===== src/rtl/param_lifo_stack.sv =====
// Parametrised LIFO stack: flip-flop register file with write decode and read mux,
// internal stack pointer, push/pop/replace handshake, registered pop data, sticky errors.
module param_lifo_stack #(
  parameter int DWIDTH = 8,
  parameter int DEPTH  = 8,
  parameter int AWIDTH = 3
) (
  input  logic              clk,
  input  logic              rst_n,
  input  logic              push,
  input  logic              pop,
  input  logic [DWIDTH-1:0] din,
  input  logic              clr_err,
  output logic [DWIDTH-1:0] dout,
  output logic              dout_valid,
  output logic [DWIDTH-1:0] top,
  output logic [AWIDTH:0]   count,
  output logic              empty,
  output logic              full,
  output logic              ovf,
  output logic              udf
);

  localparam int CW = AWIDTH + 1;
  localparam logic [AWIDTH:0] depth_c = CW'(DEPTH);

  generate
    if (DEPTH < 2) begin : g_bad_depth
      $error("param_lifo_stack: DEPTH must be at least 2");
    end
    if (AWIDTH != $clog2(DEPTH)) begin : g_bad_awidth
      $error("param_lifo_stack: AWIDTH must equal ceil(log2(DEPTH))");
    end
  endgenerate

  logic [AWIDTH:0]       count_reg, count_next;
  logic [DWIDTH-1:0]     dout_reg, dout_next;
  logic                  dout_valid_reg, dout_valid_next;
  logic                  ovf_reg, ovf_next;
  logic                  udf_reg, udf_next;

  logic [AWIDTH-1:0]     wr_ptr;
  logic [AWIDTH-1:0]     top_idx;
  logic [AWIDTH-1:0]     wr_idx;
  logic                  wr_en;
  logic [DWIDTH-1:0]     top_data;
  logic [DEPTH*DWIDTH-1:0] entries_flat;

  // count <= DEPTH <= 2**AWIDTH, so modular AWIDTH-bit decrement yields count-1 whenever count>0
  assign wr_ptr  = count_reg[AWIDTH-1:0];
  assign top_idx = wr_ptr - AWIDTH'(1);

  assign empty = (count_reg == '0);
  assign full  = (count_reg == depth_c);

  // Storage: one register per entry, written only when its decoded index is selected
  generate
    for (genvar gi = 0; gi < DEPTH; gi++) begin : g_entry
      logic [DWIDTH-1:0] entry_reg;
      logic              entry_we;

      assign entry_we = wr_en && (wr_idx == AWIDTH'(gi));

      always_ff @(posedge clk) begin
        if (entry_we) begin
          entry_reg <= din;
        end
      end

      assign entries_flat[gi*DWIDTH +: DWIDTH] = entry_reg;
    end
  endgenerate

  always_comb begin
    top_data = '0;
    for (int i = 0; i < DEPTH; i++) begin
      if (top_idx == AWIDTH'(i)) begin
        top_data = entries_flat[i*DWIDTH +: DWIDTH];
      end
    end
  end

  assign top = empty ? '0 : top_data;

  // Error clear is applied first so that a same-cycle error event overrides it
  always_comb begin
    count_next      = count_reg;
    dout_next       = dout_reg;
    dout_valid_next = 1'b0;
    ovf_next        = ovf_reg;
    udf_next        = udf_reg;
    wr_en           = 1'b0;
    wr_idx          = wr_ptr;

    if (clr_err) begin
      ovf_next = 1'b0;
      udf_next = 1'b0;
    end

    case ({push, pop})
      2'b10: begin
        if (!full) begin
          wr_en      = 1'b1;
          count_next = count_reg + CW'(1);
        end else begin
          ovf_next = 1'b1;
        end
      end
      2'b01: begin
        if (!empty) begin
          dout_next       = top_data;
          dout_valid_next = 1'b1;
          count_next      = count_reg - CW'(1);
        end else begin
          udf_next = 1'b1;
        end
      end
      2'b11: begin
        dout_valid_next = 1'b1;
        if (!empty) begin
          dout_next = top_data;
          wr_en     = 1'b1;
          wr_idx    = top_idx;
        end else begin
          dout_next = din;
        end
      end
      default: begin
      end
    endcase
  end

  always_ff @(posedge clk or negedge rst_n) begin
    if (!rst_n) begin
      count_reg      <= '0;
      dout_reg       <= '0;
      dout_valid_reg <= 1'b0;
      ovf_reg        <= 1'b0;
      udf_reg        <= 1'b0;
    end else begin
      count_reg      <= count_next;
      dout_reg       <= dout_next;
      dout_valid_reg <= dout_valid_next;
      ovf_reg        <= ovf_next;
      udf_reg        <= udf_next;
    end
  end

  assign count      = count_reg;
  assign dout       = dout_reg;
  assign dout_valid = dout_valid_reg;
  assign ovf        = ovf_reg;
  assign udf        = udf_reg;

endmodule


===== config.mk =====
export PLATFORM = sky130hd
export DESIGN_NAME = param_lifo_stack
export DESIGN_NICKNAME = d
export VERILOG_FILES = /design/src/rtl/param_lifo_stack.sv
export SDC_FILE = /design/constraint.sdc
export NUM_CORES = 1
export LEC_CHECK = 0
export CORE_ASPECT_RATIO = 1.25
export CORE_UTILIZATION = 50
export CTS_CLUSTER_DIAMETER = 120
export DETAILED_ROUTE_END_ITERATION = 12
export GPL_TIMING_DRIVEN = 0
export PLACE_DENSITY = 0.74
export SLEW_MARGIN = 40
export SYNTH_ARGS = -nofsm -noshare
export SYNTH_HDL_FRONTEND = slang
export SYNTH_SLANG_ARGS = --single-unit
export TNS_END_PERCENT = 100

===== constraint.sdc =====
create_clock -name clk -period 2.7 [get_ports clk]
set_clock_uncertainty 0.15 [all_clocks]
set_input_delay 0.27 -clock clk [delete_from_list [all_inputs] [get_ports clk]]
set_output_delay 0.27 -clock clk [all_outputs]
set_load 0.005 [all_outputs]

* Word-level counts from Yosys, hierarchy flattened *
Cells that the tools add are included.

storage, ports and cells
  register bits after elaboration = 79
  output and inout port bits = 25

cells by class
  muxes and demuxes = 27
  eq/ne operators = 20
  reductions and logical operators = 15
  $add $sub $neg = 3

operator list
  kind                   count
  $mux W8                11
  $eq A3 B3 Y1 const B   8
  $pmux W8 S2            1
  $eq A3 B2 Y1 const B   4
  $logic_and A1 B1 Y1    8
  $mux W1                8
  $mux W4                2
  $pmux W4 S2            1
  $eq A3 B1 Y1 const B   2
  $logic_not A3 Y1       2
  $mux W3                2
  $add A4 B1 Y4 const B  1
  $eq A2 B2 Y1 const B   2
  $eq A4 B4 Y1 const B   1
  $logic_not A4 Y1       1
  $ne A2 B2 Y1 const B   2
  $pmux W1 S2            2
  $reduce_bool A2 Y1     2
  $sub A4 B1 Y4 const B  1
  $reduce_and A3 Y1      1
  $sub A3 B1 Y3 const B  1
  $eq A2 B1 Y1 const B   1
  $reduce_and A2 Y1      1

* Longest topological paths before layout *
Gate-level depths: netlist of the first run.

  depth in word-level cells = 12
  mapped depth = 11
  mapped depth without buffers = 7

* Worst setup path after synthesis of the first run *
Ideal clock, no wire load.

  kind = reg-to-reg
  start point = reg count_reg[0] (netlist: count[0])
  end point = reg g_entry[4].entry_reg[0], enable pin
  slack = -0.182 ns
  setup time = 0.370 ns
  buffers on the path = 3
  arrival time = 2.362 ns
  stages on the path, launching flop included = 11
  cell sequence = dfrtp_1 > clkbuf_1 > inv_1 > ha_1 > buf_4 > or3b_1 > buf_2 > and3_1 > nor3_1 > a31oi_1 > nor2_1

on the way
  cells in the longest elaborated chain, start to end = 5
  elaborated cells between the ends (all ways) = 10
  those cells by class = 1 x add/sub; 2 x eq/ne; 5 x mux; 2 x reduce/logical

ends and longest elaborated chain
  what                                                      RTL line  source
  from (decl)                                               36        logic [AWIDTH:0] count_reg, count_next;
  from (signal assigned)                                    141       count_reg <= count_next;
  $sub A3 B1 Y3 / $logic_not A4 Y1 (equally long branches)  51, 53
  $mux W3                                                   120       if (!empty) begin
  $mux W3                                                   100       case ({push, pop})
  $eq A3 B3 Y1                                              62        assign entry_we = wr_en && (wr_idx == AWIDTH'(gi));
  $logic_and A1 B1 Y1 *                                     62
  via g_entry[4].entry_we                                   60        logic entry_we;
  to (signal assigned)                                      66        entry_reg <= din;
  to (decl)                                                 59        logic [DWIDTH-1:0] entry_reg;

Mark *: on every way through the listed nets, which the timed path passes. The rest lies on a longest branch.
A chain may end at the register's enable or synchronous reset.

* Final worst setup path of the first run *
  start point = reg count_reg[0] (netlist: count[0])
  end point = out top[0]

on the way
  cells in the longest elaborated chain, start to end = 11
  elaborated cells between the ends (all ways) = 19
  those cells by class = 1 x add/sub; 7 x eq/ne; 9 x mux; 2 x reduce/logical

ends and longest elaborated chain
  what                  RTL line  source
  $sub A3 B1 Y3         51        assign top_idx = wr_ptr - AWIDTH'(1);
  $logic_not A3 Y1      77        if (top_idx == AWIDTH'(i)) begin
  $mux W8 (8 in a row)  77
  $mux W8 *             83        assign top = empty ? '0 : top_data;
  to (decl)             16        output logic [DWIDTH-1:0] top,

Every way passes the cells marked *; elsewhere a longest branch is shown, timed or not.

==> out/summary.txt, run 1 <==
placed cells: 433
cts hold-fix bufs: 0
clk_lat worst skew: 0.36 ns
post-synthesis sequential area ratio: 64.3%
Clock Path Buffers: 2
utilization after layout: 73.7%
syn nets: 328
Max Slew Vio Count: 0
initial antenna violation count: 0
cell count after synthesis: 307
RSZ-0062 raised after global routing: true
commonest non-fill, non-tap cell in the layout: edfxtp_1
maximum clock rate: 369 MHz
violated checks: negative setup slack
post-DP HPWL: 5600 um
# Max-Cap Violations: 0
Cell variety after synth: 39
vias in the first global route: 2787
Hold Crit Class: input pin to async pin
Worst-Margin Slew: 0.667 ns
Crit path arrival time: 2.29 ns
max reg flops: 64
die footprint: 7490 sq um
Vias: 2882
fill count: 396
syn_area_per_cell: 11.6 sq um
GRT Util Overall: 26.8%
# rows: 34
CTS tree: built
I/O pin total: 38
Die Ht: 96.5 um
final setup margin: -0.00869 ns
global placement routability congestion: 0.893
synthesized area: 3570 sq um
Post-synth ARST share: 19.0%
Startpoint Class: flip-flop
Starting Density: 51.6%
Ys Warns: 0
M1 WL: 4010 um
global route total overflow: 0
drt wl/cell: 21.0 um
drt first-iter violations: 248
hold slack: 0.163 ns
H-tree Lvls: 3
Root Driver: clkbuf_8
most frequent cells in the layout: edfxtp_1 (64), nand2_1 (34), buf_4 (34)
DRT Pass-1 Iters: 5
Peak supply drop: 1.00 mV
synthesis-to-finish area growth: 43.1%
Num CTS Buffers: 9
fin cells: 490
Final Hold Fails: 0
Max Used Layer: met4
n_diodes: 0
Setup Crit Path Kind: flip-flop to output port
Final ANT Viol Nets: 0
worst reg2reg setup slack: 0 ns
I/O Buffers: 36
global-route wire length before repair: 14500 um
WL met3: 735 um
routed wl met2: 5160 um
main flop type after synthesis: edfxtp_1
Die W: 77.6 um
core area: 6930 sq um
number of remaining DRC errors: 0
status: finished with violations
largest net degree at the start of global routing: 16
Worst setup EP type: output port
clk slew on worst S/H paths: 0.08 ns
drt total wl: 10300 um
leakage: 0.00187 uW
crit share post-route: 100%
# nets final: 416
Post-synth EDFFs: 64
Clock Sink Count: 79
#FFs+latches synth: 79
total power: 6670 uW
CP required: 2.28 ns
pwr dens: 1310 nW/um^2
final setup fails: 10
via/cell ratio: 5.88
CP Max Fanout: 5
crit path time final: 2.71 ns
Slew headroom: 55.4%
fraction of layout cells with a size suffix above 1: 33.3%
-- area by class of cell --
type / count / area (sq um) / area share (%)
Buffer: 16 / 208 / 4.06
Clock buffer: 11 / 131 / 2.57
Clock inverter: 5 / 58.8 / 1.15
Inverter: 13 / 61.3 / 1.20
Multi-Input combinational cell: 196 / 1510 / 29.5
Sequential cell: 79 / 2300 / 44.9
Tap cell: 90 / 113 / 2.20
Timing Repair Buffer: 80 / 733 / 14.3
-- critical path: stages (launching register included) --
cell and delay [ns]:
dfrtp_1 0.37, clkbuf_8 0.16, inv_8 0.04, ha_4 0.15, buf_6 0.11, buf_12 0.13, xor2_4 0.31, buf_6 0.20
a211oi_4 0.06, a31oi_2 0.22, nor2_1 0.06, buf_2 0.13
-- kinds of logic (layout without fill, tap and decap cells) --
logic type | count (synthesis) | in the layout | share of synthesized area (%)
mux | 2 | 2 | 1.05
fa+ha+maj | 8 | 8 | 3.01
simple gates | 110 | 110 | 13.9
buf+inv | 32 | 125 | 4.06
flops | 79 | 79 | 64.3
compound gates | 72 | 72 | 12.7
xor+xnor | 4 | 4 | 0.980
-- report_power, final --
group | internal [uW] | total [uW] | switching (uW)
clock network | 428 | 872 | 445
registers | 1580 | 1690 | 106
logic | 2060 | 4120 | 2060
-- path summary, 6_finish.rpt --
check,from,endpoint,cells after the start
max,count[0],top[0],11
min,rst_n,dout[6],1
max reg2reg,count[0],g_entry[5].entry_reg[7],10
min reg2reg,ovf,ovf,2
max in group asynchronous,rst_n,count[1],1
min in group clk,clr_err,udf,2
-- metrics by stage --
stage / cell area (sq um) / setup TNS (ns) / setup slack [ns]
after global routing: 5110 / -0.637 / -0.0796
final: 5110 / -0.0222 / -0.00869
after CTS: 4850 / -0.890 / -0.0655
after global placement: 4060 / -22.11 / -0.639
after floorplan: 3590 / 0 / 0.0367
after detailed placement: 4070 / -23.52 / -0.637
-- synth_stat cells (2+ instances only) --
cell type	count	area share [%]
a221oi_1	6	1.5
a31oi_1	7	1.2
a21oi_1	19	2.7
o22ai_1	3	0.53
a221o_1	6	1.7
a22o_1	2	0.49
dfrtp_1	15	11
buf_6	2	0.63
nor2b_1	12	2.1
nor3_1	5	0.70
nand2_1	35	3.7
o21ai_0	21	2.9
nand3_1	6	0.84
clkbuf_1	11	1.2
xor2_1	2	0.49
o211ai_1	4	0.84
buf_2	4	0.56
inv_1	13	1.4
a211oi_1	2	0.42
edfxtp_1	64	54
nor2_1	40	4.2
nand2b_1	2	0.35
ha_1	7	2.5
xnor2_1	2	0.49
nand3b_1	3	0.63
-- timing repair --
item | 4_1_cts | 5_1_grt
buffers inserted | 26 | 18
pin swaps | 18 | 21
resized for setup | 116 | 41
endpoints found under the setup margin | 81 | 78
gates cloned | 0 | 1
-- per-layer routing --
| layer | up-vias | global-route usage [%] |
|---|---|---|
| met1 | 1414 | 32.0 |
| met4 | 0 | 13.7 |
| met2 | 149 | 46.1 |
| li1 | 1287 | - |
| met3 | 32 | 5.73 |
| met5 | - | 0 |
Note: power is estimated with default switching activity, not from simulation.
==> run 2, diff against run 1 <==
--- a/config.mk
+++ b/config.mk
@@ -11,7 +11,8 @@
 export DETAILED_ROUTE_END_ITERATION = 12
 export GPL_TIMING_DRIVEN = 0
 export PLACE_DENSITY = 0.74
-export SLEW_MARGIN = 40
+export REMOVE_ABC_BUFFERS = 1
+export SLEW_MARGIN = 20
 export SYNTH_ARGS = -nofsm -noshare
 export SYNTH_HDL_FRONTEND = slang
 export SYNTH_SLANG_ARGS = --single-unit
==> run 2 against run 1 <==
  * Die area did not move
  * Via count down 2.4%
  * Clock power is 4.7% higher
  * Power down 8.2%
  * Register-to-register slack worse by 0.07 ns
  * Setup slack lost 0.10 ns
  * Critical path type unchanged
  * The run still ends with negative setup slack left
  * Sequential power rose by 3%
  * Highest routed layer unchanged
  * Non-clock buffer count shrank 14
  * Cell count shrank 2.9%
==> out/summary.txt, run 2 (synthesized netlist as in run 1, its figures left out) <==
leakage: 0.00177 uW
Num CTS Buffers: 9
CP Max Fanout: 6
slowest cell delay on critical path: 0.40 ns
core area: 6930 sq um
Max Slew Vio Count: 0
I/O Buffers: 37
Psw: 2320 uW
placed cells: 415
CP required: 2.28 ns
Slowest-stage cell, CP: dfrtp_2
most frequent cells in the layout: edfxtp_1 (64), nand2_1 (35), buf_4 (35)
Final Hold Fails: 0
Starting Density: 51.6%
Vias: 2813
fin cells: 476
RSZ-0062 raised after global routing: true
n_diodes: 0
max reg flops: 64
# Max-Cap Violations: 0
Setup Crit Path Kind: flip-flop to output port
hold slack: 0.238 ns
Die Ht: 96.5 um
largest net degree at the start of global routing: 22
violated checks: negative setup slack
cts hold-fix bufs: 0
# rows: 34
pre-CTS setup slack: -1.20 ns
Final ANT Viol Nets: 0
global-route wire length before repair: 14200 um
crit path time final: 2.81 ns
global placement routability congestion: 0.792
I/O pin total: 38
H-tree Lvls: 3
Root Driver: clkbuf_8
maximum clock rate: 356 MHz
drt total wl: 9880 um
# nets final: 402
commonest non-fill, non-tap cell in the layout: edfxtp_1
Crit path arrival time: 2.39 ns
synthesis-to-finish area growth: 35.1%
CP cell instances: clkinvlp_4 -> ha_4 -> buf_4 -> xor2_4 -> buf_4 -> a2111oi_4 -> a31oi_1 -> nor2_1 -> clkbuf_2
crit share post-route: 104%
pwr dens: 1270 nW/um^2
Die W: 77.6 um
Peak supply drop: 0.761 mV
Switching Fraction: 37.8%
drt wl/cell: 20.8 um
setup total negative slack: -0.882 ns
status: finished with violations
clk slew on worst S/H paths: 0.08 ns
global route total overflow: 0
via/cell ratio: 5.91
part of the power in registers: 28.4%
fraction of layout cells with a size suffix above 1: 26.9%
Worst setup EP type: output port
Clock Sink Count: 79
drt first-iter violations: 338
utilization after layout: 69.7%
Clock Path Buffers: 2
CTS tree: built
Pint: 3810 uW
post-DP HPWL: 5000 um
DRT Pass-1 Iters: 5
final setup margin: -0.110 ns
final setup fails: 21
initial antenna violation count: 0
clk_lat worst skew: 0.35 ns
cell mode on critical path: buf_4
Comb pwr share: 56.7%
vias in the first global route: 2649
die footprint: 7490 sq um
GRT Util Overall: 27.0%
Startpoint Class: flip-flop
Worst-Margin Slew: 0.839 ns
Slew headroom: 44.0%
number of remaining DRC errors: 0
Hold Crit Class: input pin to async pin
clock power share: 14.9%
==> run 2: repair_timing <==
action                     in CTS  in global routing
gates resized for setup        63                 21
setup endpoints to repair      83                 65
pin swaps                      11                 12
buffers inserted               32                 13
==> run 2: path summary, 6_finish.rpt <==
path	from	end	slack [ns]	cells past startpoint
max	count[0]	top[7]	-0.11	9
min	rst_n	count[2]	0.24	1
max reg2reg	count[0]	g_entry[3].entry_reg[2]	-0.07	7
min reg2reg	dout[3]	dout[3]	0.38	1
max in group asynchronous	rst_n	count[1]	1.60	1
min in group clk	clr_err	udf	0.38	2
==> run 2: power by group through the flow <==
| stage | logic (uW) | clock network [uW] | registers, uW |
|---|---|---|---|
| after floorplan | 1220 | 0 | 1720 |
| after global placement | 2150 | 0 | 1740 |
| after global routing | 3700 | 954 | 1770 |
| after detailed placement | 2210 | 0 | 1750 |
| final | 3480 | 913 | 1740 |
| after CTS | 2990 | 909 | 1730 |
==> run 2: through the flow <==
stage          total power (uW)  area [sq um]
2_1_floorplan              2950          3480
3_3_place_gp               3890          3960
3_5_place_dp               3960          3960
4_1_cts                    5630          4640
5_1_grt                    6420          4830
6_report                   6130          4830
==> run 2: layer usage <==
layer	global-route usage [%]	part of all wire (%)
met1	33.0	37
met2	45.0	51
met3	4.79	7.6
met4	16.8	4.3
met5	0	0
==> run 2: area by class of cell <==
type	instances	area (sq um)
Fill cell	467	2100
Tap cell	90	113
Inverter	13	60.1
Timing Repair Buffer	82	766
Sequential cell	79	2300
Multi-Input combinational cell	196	1380
Clock inverter	3	40.0
Clock buffer	13	169
==> run 2: critical path, delay by kind of cell (launching register included) <==
family	cells	cell delay, ns
flops	1	0.40
compound gates	2	0.44
buf+inv	4	0.65
xor+xnor	1	0.18
fa+ha+maj	1	0.24
simple gates	1	0.13
